### config.mk
export PLATFORM = sky130hd
export DESIGN_NAME = seq_multiplier_flat
export DESIGN_NICKNAME = d
export VERILOG_FILES = /design/src/rtl/seq_multiplier_pkg.sv /design/src/rtl/seq_multiplier_if.sv /design/src/rtl/seq_multiplier_fastadder.sv /design/src/rtl/seq_multiplier.sv /design/src/flat_wrapper.sv
export SDC_FILE = /design/constraint.sdc
export NUM_CORES = 1
export LEC_CHECK = 0
export CORE_ASPECT_RATIO = 0.7
export CORE_MARGIN = 2
export CORE_UTILIZATION = 48
export DETAILED_ROUTE_END_ITERATION = 6
export GPL_TIMING_DRIVEN = 0
export PLACE_DENSITY_LB_ADDON = 0.2
export SYNTH_ARGS = -nofsm -noshare
export SYNTH_HDL_FRONTEND = slang
export SYNTH_SLANG_ARGS = --single-unit
### constraint.sdc
create_clock -name clk -period 3.4 [get_ports clk]
set_input_delay 0.68 -clock clk [delete_from_list [all_inputs] [get_ports clk]]
set_output_delay 0.68 -clock clk [all_outputs]
set_load 0.05 [all_outputs]
### src/rtl/seq_multiplier_pkg.sv
// ---------------------------------------------------------------------------
// mult_pkg
// Shared types and constants for the iterative shift-add multiplier.
//   mult_state_t : FSM encoding (IDLE, RUN, DONE)
//   MULT_W       : operand width (the fastadder fixes this at 16)
//   MULT_CYCLES  : number of shift-add iterations per product
// Helper functions cover two's-complement magnitude extraction and the two
// flavours of "product does not fit in MULT_W bits" detection.
// ---------------------------------------------------------------------------
package mult_pkg;

    typedef enum logic [1:0] {
        IDLE,
        RUN,
        DONE
    } mult_state_t;

    localparam int MULT_W      = 16;
    localparam int MULT_CYCLES = 16;

    // Absolute value of a two's-complement operand. -32768 maps onto 0x8000,
    // which the unsigned datapath handles without any special case.
    function automatic logic [MULT_W-1:0] magnitude(input logic [MULT_W-1:0] v);
        return v[MULT_W-1] ? (~v + 1'b1) : v;
    endfunction

    // Unsigned: anything in the upper half means the result needs more bits.
    function automatic logic product_ovf_unsigned(input logic [2*MULT_W-1:0] p);
        return p[2*MULT_W-1:MULT_W] != '0;
    endfunction

    // Signed: the upper half must be a pure sign extension of bit MULT_W-1.
    function automatic logic product_ovf_signed(input logic [2*MULT_W-1:0] p);
        return p[2*MULT_W-1:MULT_W] != {MULT_W{p[MULT_W-1]}};
    endfunction

endpackage

### src/rtl/seq_multiplier_if.sv
// ---------------------------------------------------------------------------
// seq_multiplier_if
// Request/result bundle between the control unit and the multiplier.
//   start        : launch request, honoured only while busy is low
//   multiplicand : operand A, sampled when the request is accepted
//   multiplier   : operand B, sampled when the request is accepted
//   busy         : high while iterating
//   done         : one-cycle pulse, product/ovf valid
//   product      : 32-bit result, held until the next completion
//   ovf          : result does not fit in 16 bits
// Modports: master = control unit side, slave = multiplier side.
// ---------------------------------------------------------------------------
interface seq_multiplier_if;
    import mult_pkg::*;

    logic                  start;
    logic [MULT_W-1:0]     multiplicand;
    logic [MULT_W-1:0]     multiplier;
    logic                  busy;
    logic                  done;
    logic [2*MULT_W-1:0]   product;
    logic                  ovf;

    modport master (
        output start, multiplicand, multiplier,
        input  busy, done, product, ovf
    );

    modport slave (
        input  start, multiplicand, multiplier,
        output busy, done, product, ovf
    );

endinterface

### src/rtl/seq_multiplier_fastadder.sv
// ---------------------------------------------------------------------------
// fastadder
// 16-bit adder built from four 4-bit carry-lookahead groups with a second
// lookahead level across the groups.
//   a, b     : addends
//   carryin  : carry into bit 0
//   sum      : a + b + carryin (low 16 bits)
//   carryout : carry out of bit 15
//   overflow : two's-complement overflow (carry into MSB xor carry out)
// ---------------------------------------------------------------------------
module fastadder (
    input  logic [15:0] a,
    input  logic [15:0] b,
    input  logic        carryin,
    output logic [15:0] sum,
    output logic        carryout,
    output logic        overflow
);

    logic [15:0] p;
    logic [15:0] g;
    logic [3:0]  grp_g;
    logic [3:0]  grp_p;
    logic [4:0]  gc;
    logic [15:0] c;

    assign p = a ^ b;
    assign g = a & b;

    // Group generate/propagate for each nibble, the basis for the carries
    // that skip whole groups at once.
    always_comb begin
        grp_g = '0;
        grp_p = '0;
        for (int k = 0; k < 4; k++) begin
            grp_g[k] = g[4*k+3]
                     | (p[4*k+3] & g[4*k+2])
                     | (p[4*k+3] & p[4*k+2] & g[4*k+1])
                     | (p[4*k+3] & p[4*k+2] & p[4*k+1] & g[4*k]);
            grp_p[k] = &p[4*k +: 4];
        end
    end

    // Group carries are each expanded from carryin directly, so none of them
    // waits on the group below.
    assign gc[0] = carryin;
    assign gc[1] = grp_g[0] | (grp_p[0] & carryin);
    assign gc[2] = grp_g[1] | (grp_p[1] & grp_g[0])
                 | (grp_p[1] & grp_p[0] & carryin);
    assign gc[3] = grp_g[2] | (grp_p[2] & grp_g[1])
                 | (grp_p[2] & grp_p[1] & grp_g[0])
                 | (grp_p[2] & grp_p[1] & grp_p[0] & carryin);
    assign gc[4] = grp_g[3] | (grp_p[3] & grp_g[2])
                 | (grp_p[3] & grp_p[2] & grp_g[1])
                 | (grp_p[3] & grp_p[2] & grp_p[1] & grp_g[0])
                 | (grp_p[3] & grp_p[2] & grp_p[1] & grp_p[0] & carryin);

    // Inside a nibble the carry only travels three bits from its group carry.
    always_comb begin
        c = '0;
        for (int k = 0; k < 4; k++) begin
            c[4*k] = gc[k];
            for (int i = 0; i < 3; i++) begin
                c[4*k+i+1] = g[4*k+i] | (p[4*k+i] & c[4*k+i]);
            end
        end
    end

    assign sum      = p ^ c;
    assign carryout = gc[4];
    assign overflow = c[15] ^ gc[4];

endmodule

### src/rtl/seq_multiplier.sv
// ---------------------------------------------------------------------------
// seq_multiplier
// Iterative 16x16 shift-add multiplier. One fastadder adds the multiplicand
// into the upper accumulator half each RUN cycle; the {carry,sum,lower half}
// is then shifted right by one. Sixteen iterations plus one completion edge
// give done 17 cycles after the request is accepted.
//   clk   : system clock, rising edge
//   reset : asynchronous, active-high; discards any in-flight product
//   bus   : seq_multiplier_if.slave (start/operands in, busy/done/product/ovf out)
// Parameters: WIDTH (operand width, only 16 legal), CYC_W (counter width).
// Build option: define MULT_SIGNED_EN for two's-complement operands; the
// default build is unsigned only with no sign logic.
// ---------------------------------------------------------------------------
module seq_multiplier
    import mult_pkg::*;
#(
    parameter int WIDTH = MULT_W,
    parameter int CYC_W = 5
) (
    input  logic             clk,
    input  logic             reset,
    seq_multiplier_if.slave  bus
);

    mult_state_t          state;
    mult_state_t          next_state;
    logic [CYC_W-1:0]     count;
    logic [WIDTH-1:0]     acc_hi;
    logic [WIDTH-1:0]     acc_lo;
    logic [WIDTH-1:0]     mcand;
    logic [WIDTH-1:0]     add_sum;
    logic                 add_carry;
    logic                 adder_ovf_unused;
    logic [WIDTH:0]       step_sum;
    logic                 accept;
    logic                 last_iter;
    logic [2*WIDTH-1:0]   raw_product;
    logic [2*WIDTH-1:0]   result;
    logic                 result_ovf;
    logic [WIDTH-1:0]     load_mcand;
    logic [WIDTH-1:0]     load_mult;
    logic [2*WIDTH-1:0]   product_q;
    logic                 ovf_q;
`ifdef MULT_SIGNED_EN
    logic                 neg_q;
`endif

    fastadder u_adder (
        .a        (acc_hi),
        .b        (mcand),
        .carryin  (1'b0),
        .sum      (add_sum),
        .carryout (add_carry),
        .overflow (adder_ovf_unused)
    );

    assign accept      = bus.start && (state != RUN);
    assign last_iter   = (count == CYC_W'(MULT_CYCLES));
    assign step_sum    = acc_lo[0] ? {add_carry, add_sum} : {1'b0, acc_hi};
    assign raw_product = {acc_hi, acc_lo};

`ifdef MULT_SIGNED_EN
    // The core always multiplies magnitudes; the sign is reapplied on completion.
    assign load_mcand = magnitude(bus.multiplicand);
    assign load_mult  = magnitude(bus.multiplier);
    assign result     = neg_q ? (~raw_product + 1'b1) : raw_product;
    assign result_ovf = product_ovf_signed(result);
`else
    assign load_mcand = bus.multiplicand;
    assign load_mult  = bus.multiplier;
    assign result     = raw_product;
    assign result_ovf = product_ovf_unsigned(result);
`endif

    // State register.
    always_ff @(posedge clk or posedge reset) begin
        if (reset) begin
            state <= IDLE;
        end else begin
            state <= next_state;
        end
    end

    // Next-state logic. A request is honoured from IDLE and from DONE, so
    // a held start chains operations back to back; RUN ignores start.
    always_comb begin
        next_state = state;
        case (state)
            IDLE:    if (bus.start) next_state = RUN;
            RUN:     if (last_iter) next_state = DONE;
            DONE:    next_state = bus.start ? RUN : IDLE;
            default: next_state = IDLE;
        endcase
    end

    // Datapath: load on accept, one shift-add per RUN cycle, and capture the
    // product on the edge that leaves RUN once all iterations are in.
    always_ff @(posedge clk or posedge reset) begin
        if (reset) begin
            count     <= '0;
            acc_hi    <= '0;
            acc_lo    <= '0;
            mcand     <= '0;
            product_q <= '0;
            ovf_q     <= 1'b0;
`ifdef MULT_SIGNED_EN
            neg_q     <= 1'b0;
`endif
        end else if (accept) begin
            acc_hi <= '0;
            acc_lo <= load_mult;
            mcand  <= load_mcand;
            count  <= '0;
`ifdef MULT_SIGNED_EN
            neg_q  <= bus.multiplicand[WIDTH-1] ^ bus.multiplier[WIDTH-1];
`endif
        end else if (state == RUN) begin
            if (last_iter) begin
                product_q <= result;
                ovf_q     <= result_ovf;
            end else begin
                acc_hi <= step_sum[WIDTH:1];
                acc_lo <= {step_sum[0], acc_lo[WIDTH-1:1]};
                count  <= count + 1'b1;
            end
        end
    end

    assign bus.busy    = (state == RUN);
    assign bus.done    = (state == DONE);
    assign bus.product = product_q;
    assign bus.ovf     = ovf_q;

endmodule

### src/flat_wrapper.sv
// flat-port wrapper written by rule: the top's interface ports become plain ports
module seq_multiplier_flat import mult_pkg::*;
#(
    parameter int WIDTH = MULT_W,
    parameter int CYC_W = 5
)
  (clk, reset, bus_start, bus_multiplicand, bus_multiplier, bus_busy, bus_done, bus_product, bus_ovf);
  seq_multiplier_if bus_i ();
  input  logic clk;
  input  logic reset;
  input wire logic [$bits(bus_i.start)-1:0] bus_start;
  input wire logic [$bits(bus_i.multiplicand)-1:0] bus_multiplicand;
  input wire logic [$bits(bus_i.multiplier)-1:0] bus_multiplier;
  output wire logic [$bits(bus_i.busy)-1:0] bus_busy;
  output wire logic [$bits(bus_i.done)-1:0] bus_done;
  output wire logic [$bits(bus_i.product)-1:0] bus_product;
  output wire logic [$bits(bus_i.ovf)-1:0] bus_ovf;
  assign bus_i.start = bus_start;
  assign bus_i.multiplicand = bus_multiplicand;
  assign bus_i.multiplier = bus_multiplier;
  assign bus_busy = bus_i.busy;
  assign bus_done = bus_i.done;
  assign bus_product = bus_i.product;
  assign bus_ovf = bus_i.ovf;
  seq_multiplier #(.WIDTH(WIDTH), .CYC_W(CYC_W)) u_core (.clk(clk), .reset(reset), .bus(bus_i));
endmodule
==> flow_summary.yaml, run 1 <==
die:
  core_area_um2: 8583
  die_x_um: 117.3
  dieArea_um2: 9774
  io_pins: 70
  initial_core_util_pct: 50.26
  num_rows: 28
  die_y_um: 83.32
yosys:
  avgSynthCellArea_um2: 11.38
  synth-main-ff-cell: "dfrtp_1"
  yosysWarningCount: 0
  ys_seq_area_share_pct: 51.04
  synth_nets: 443
  synth.distinct_cells: 39
  postSynthCellCount: 379
  synth_edf_count: 0
  syn_area_um2: 4314
  synth-async-reset-ratio_pct: 100.0
  synth_seq_cells: 88
clock_tree:
  clkLatencyLatePin_ps: 340
  htreeDepth: 3
  ctsHoldBuffers: 0
  clock-sinks: 88
  cts_tree: "built"
  max-clock-path-buffers: 2
  cts-root-buf: "clkbuf_16"
  path_clk_slew_ps: 60
  cts_made_buffers: 9
final_layout:
  design_area_um2: 5607
  instances_no_fill: 592
  fin_nets: 531
  post-route-util_pct: 65.32
  antenna_cells: 0
  drive_gt1_share_pct: 19.28
  layout_commonest_cell: "nand2_1"
  area_delta_synth_final_pct: 29.96
  layout_common_cells: "nand2_1 (88), dfrtp_1 (86), clkdlybuf4s50_1 (69), mux2_2 (29), ha_1 (17)"
timing:
  final_max_slew_viol_count: 0
  clock_skew_ps: 8.640
  hold_violations: 0
  setup_slack_ps: 158.9
  period_needed_ps: 3241
  tns_ps: 0
  clock.fmax_mhz: 308.5
  worst_slew_pin_slew_ps: 590.0
  whs_ps: 481.8
  setup_violations: 0
  min_period_over_period_pct: 95.33
  relSlewSlack_pct: 60.66
drt:
  final_antenna_net_count: 0
  drt_iter0_drc: 259
  first_pass_iters: 4
  routed_wl_um: 9826
  drc: 0
  viasPerCell: 5.302
  vias: 3139
  wire_per_inst_um: 16.60
pwr:
  power.leakage_nw: 2.619
  power_density_nw_per_um2: 1067
  ir_drop_uv: 518.4
  total_power_mw: 5.982
global_route:
  grt_pass1_wl_um: 16260
  grt_pass1_vias: 3169
  antenna_found_initial: 0
  grtUsageTotal_pct: 21.20
  grt-ovfl-total: 0
  grt_max_degree: 72
setup_path:
  crit_fanout: 3
  path_cells: "ha_1, and3_4, a221o_1, a22oi_2, nand2b_1, fa_2, fa_2, fa_2, xnor2_2, nand2_1, o21ai_1, o21ai_1"
  start_kind: "flop"
  path_class: "reg -> reg"
  crit_family: "adder cells"
  max_stage_delay_ps: 410
  cp_common_cell: "fa_2"
  arrival_ps: 3470
  crit_required_ps: 3630
  slowest_stage: "dfrtp_2"
  crit_buf_inv: 0
  cp-end-kind: "flop"
hold_path:
  min_path_type: "reg -> reg"
run_status:
  outcome: "complete, no violations"
placed_design:
  pre_cts_slack_ps: -316.8
  hpwl_um: 6812
  dpl_cell_area_um2: 5185
  dp_cells: 569
  gp_congestion: 0.8114
  io_buffers: 69
run:
  cap_violations: 0
[what timing repair did]
item / in CTS / in global routing
endpoints found under the setup margin: 4 / 4
pin swaps: 3 / 10
resized for setup: 6 / 10
gates cloned: 0 / 0
buffers inserted: 6 / 1
[state kept, by name, indices dropped and copies added, names as in the netlist]
signal              count
u_core.bus.ovf          1
u_core.mcand           16
u_core.acc_hi          16
u_core.bus.product     32
u_core.count            5
u_core.acc_lo          16
u_core.state            2
[cell usage after synthesis (2+ instances only)]
| master | number | area, um2 |
|---|---|---|
| nand2_1 | 88 | 330.3 |
| xor2_1 | 3 | 26.28 |
| buf_2 | 9 | 45.04 |
| nand3_1 | 10 | 50.05 |
| mux2_1 | 4 | 45.04 |
| a21oi_1 | 6 | 30.03 |
| nand2b_1 | 2 | 12.51 |
| and3_1 | 2 | 12.51 |
| nor2_1 | 10 | 37.54 |
| nor4_1 | 4 | 25.02 |
| mux2i_1 | 12 | 120.1 |
| dfrtp_1 | 88 | 2202 |
| a221o_1 | 2 | 20.02 |
| clkbuf_1 | 5 | 18.77 |
| a211oi_1 | 7 | 52.55 |
| buf_4 | 2 | 15.01 |
| inv_1 | 5 | 18.77 |
| mux2_2 | 29 | 326.6 |
| xnor2_1 | 4 | 35.03 |
| ha_1 | 18 | 225.2 |
| fa_1 | 11 | 220.2 |
| buf_6 | 5 | 56.30 |
| a22oi_1 | 17 | 127.6 |
| nand4_1 | 4 | 25.02 |
| o21ai_0 | 18 | 90.09 |
[routing by layer]
metal  vias up  routed length (um)  track usage [%]
li1       1483                   -                -
met1      1559                4570            30.40
met2        85                4576            32.06
met3        12                 562            5.907
met4         0                 115            5.257
met5         -                   0                0
[kinds of logic after synthesis]
family	share of synthesized area, %
buffers and inverters	3.654
AO/OA/AOI/OAI	8.527
AND/OR/NAND/NOR	13.31
XOR/XNOR	1.421
adder cells (fa/ha/maj)	10.32
multiplexers	11.72
flip-flops	51.04
[final timing paths]
path | startpoint | to | slack, ps | cells past startpoint
worst max-delay path | u_core.acc_hi[5] | u_core.acc_hi[14] | 160 | 12
worst min-delay path | u_core.mcand[0] | u_core.mcand[0] | 480 | 2
worst min register to register | u_core.mcand[0] | u_core.mcand[0] | 480 | 2
max in group asynchronous | reset | u_core.acc_hi[5] | 2140 | 3
worst max register to register | u_core.acc_hi[5] | u_core.acc_hi[14] | 160 | 12
min in group asynchronous | reset | u_core.mcand[15] | 620 | 2
[area by class of cell]
type	instances	area, um2
Multi-Input combinational cell	264	1999
Clock buffer	10	239.0
Buffer	21	135.1
Fill cell	704	2977
Tap cell	120	150.1
Inverter	6	25.02
Sequential cell	88	2205
Timing Repair Buffer	77	770.7
Clock inverter	6	82.58
[power breakdown]
| group | switching [mW] | internal, mW |
|---|---|---|
| Sequential | 0.414 | 1.52 |
| Clock | 0.406 | 0.660 |
| Combinational | 1.71 | 1.27 |
[worst reg2reg max path, delay by kind of cell (launching register included)]
family          cells  cell delay, ps
fa+ha+maj           4            1440
compound gates      4             740
flops               1             410
xor+xnor            1             160
simple gates        3             380
Note: power is estimated with default switching activity, not from simulation.
==> run 2, diff against run 1 <==
CORE_UTILIZATION = 54   (was 48)
clock period = 3 ns   (was 3.4 ns; I/O delays follow)
==> flow_summary.yaml, run 2 (synthesized netlist as in run 1, its figures left out) <==
drt:
  drt_iter0_drc: 186
  drc: 0
  vias: 3160
  first_pass_iters: 4
  final_antenna_net_count: 0
  wire_per_inst_um: 17.09
  viasPerCell: 5.477
  routed_wl_um: 9859
timing:
  grt_setup_unrepaired: "yes"
  relSlewSlack_pct: 64.24
  final_max_slew_viol_count: 0
  setup_violations: 4
  hold_violations: 0
  min_period_over_period_pct: 105.8
  clock_skew_ps: 7.439
  worst_slew_pin_slew_ps: 536.3
  clock.fmax_mhz: 315.0
  setup_slack_ps: -174.3
  period_needed_ps: 3174
setup_path:
  path_cells: "ha_1, and3_4, a221o_1, a22oi_2, nand2b_1, fa_2, fa_2, fa_2, xnor2_2, nand2_1, o21ai_1, o21ai_1"
  arrival_ps: 3390
  crit_buf_inv: 0
  cp_common_cell: "fa_2"
  cp-end-kind: "flop"
  crit_family: "adder cells"
  crit_fanout: 2
  path_class: "reg -> reg"
  slowest_stage: "dfrtp_2"
  max_stage_delay_ps: 420
  crit_required_ps: 3210
  start_kind: "flop"
clock_tree:
  cts_tree: "built"
  htreeDepth: 3
  clock-sinks: 88
  cts-root-buf: "clkbuf_16"
  clkLatencyLatePin_ps: 340
  max-clock-path-buffers: 2
  cts_made_buffers: 9
  ctsHoldBuffers: 0
  path_clk_slew_ps: 60
die:
  dieArea_um2: 8731
  die_x_um: 110.8
  die_y_um: 78.78
  io_pins: 70
  core_area_um2: 7804
  num_rows: 27
  initial_core_util_pct: 55.28
final_layout:
  design_area_um2: 5623
  instances_no_fill: 577
  fin_nets: 535
  antenna_cells: 0
  largest_reg_flops: 32
  layout_common_cells: "nand2_1 (88), dfrtp_1 (83), clkdlybuf4s50_1 (69), mux2_2 (29), a22oi_1 (16)"
  fillers: 569
  area_delta_synth_final_pct: 30.34
  drive_gt1_share_pct: 22.06
  post-route-util_pct: 72.05
  layout_commonest_cell: "nand2_1"
pwr:
  seq_power_share_pct: 32.8
  clock_power_share_pct: 15.5
  power_frac_comb_pct: 51.8
  internal_power_mw: 3.827
  swShare_pct: 43.67
  switching_power_mw: 2.966
  total_power_mw: 6.793
  power.leakage_nw: 2.613
  power_density_nw_per_um2: 1208
  ir_drop_uv: 640.2
placed_design:
  dp_cells: 550
  io_buffers: 69
  pre_cts_slack_ps: -373.5
  gp_congestion: 0.8722
  dpl_cell_area_um2: 5194
  hpwl_um: 6747
global_route:
  grt_pass1_vias: 3146
  grtUsageTotal_pct: 23.62
  grt_max_degree: 64
  antenna_found_initial: 0
  grt-ovfl-total: 0
  grt_pass1_wl_um: 16070
run_status:
  outcome: "complete, but fails checks"
  failed_checks: "negative setup slack"
hold_path:
  min_path_type: "reg -> reg"
run:
  cap_violations: 0
## run 2: cell types whose count changed in the layout (fill, tap and decap cells not counted), sizes merged
cell,change
buf,+4
bufinv,-2
clkinv,-2
clkinvlp,+1
inv,+3
## run 2: layer usage
metal | GRT usage, % | routed length, um
met1 | 34.00 | 4841
met2 | 35.83 | 4345
met3 | 6.336 | 559
met4 | 6.500 | 113
met5 | 0 | 0
## run 2: worst paths after layout
path | start | endpoint | slack [ps] | depth (start not counted)
worst max-delay path | u_core.acc_hi[5] | u_core.acc_hi[14] | -170 | 12
min in group asynchronous | reset | u_core.bus.product[22] | 590 | 2
max in group asynchronous | reset | u_core.acc_hi[1] | 1770 | 3
worst min register to register | u_core.mcand[15] | u_core.mcand[15] | 490 | 2
worst min-delay path | u_core.mcand[15] | u_core.mcand[15] | 490 | 2
worst max register to register | u_core.acc_hi[5] | u_core.acc_hi[14] | -170 | 12
## run 2: repair_timing
action	CTS	global route
endpoints found under the setup margin	6	6
gates cloned	0	0
pin swaps	1	2
buffers inserted	5	6
gates resized for setup	12	7
## run 2: worst min-delay path: stages, from the launching register on
cell and delay (ps):
dfrtp_1 350, nand2_1 50, nand2_1 50
## run 2: layout make-up
type	instances	area [um2]	share of cell area (%)
flip-flops and latches	88	2208	39.27
multi-input cells	264	2048	36.43
repair buffers	81	800.8	14.24
clock buffers	10	229.0	4.072
plain buffers	21	135.1	2.403
well taps	101	126.4	2.247
clock inverters	6	50.05	0.8901
inverters	6	25.02	0.4450
## run 2: through the flow
| stage | setup TNS (ps) | hold slack, ps |
|---|---|---|
| after global placement | -105310 | 470.4 |
| after CTS | -460.1 | 486.4 |
| final | -496.3 | 486.7 |
| after floorplan | -75.49 | 451.0 |
| after global routing | -1071 | 514.0 |
| after detailed placement | -1332 | 471.1 |
## run 2: power by group through the flow
stage	combinational [mW]	clock, mW	sequential (mW)
after CTS	3.37	1.07	2.21
final	3.52	1.05	2.23
after detailed placement	3.23	0	2.24
after global routing	3.87	1.13	2.30
after global placement	3.12	0	2.22
after floorplan	1.74	0	2.73
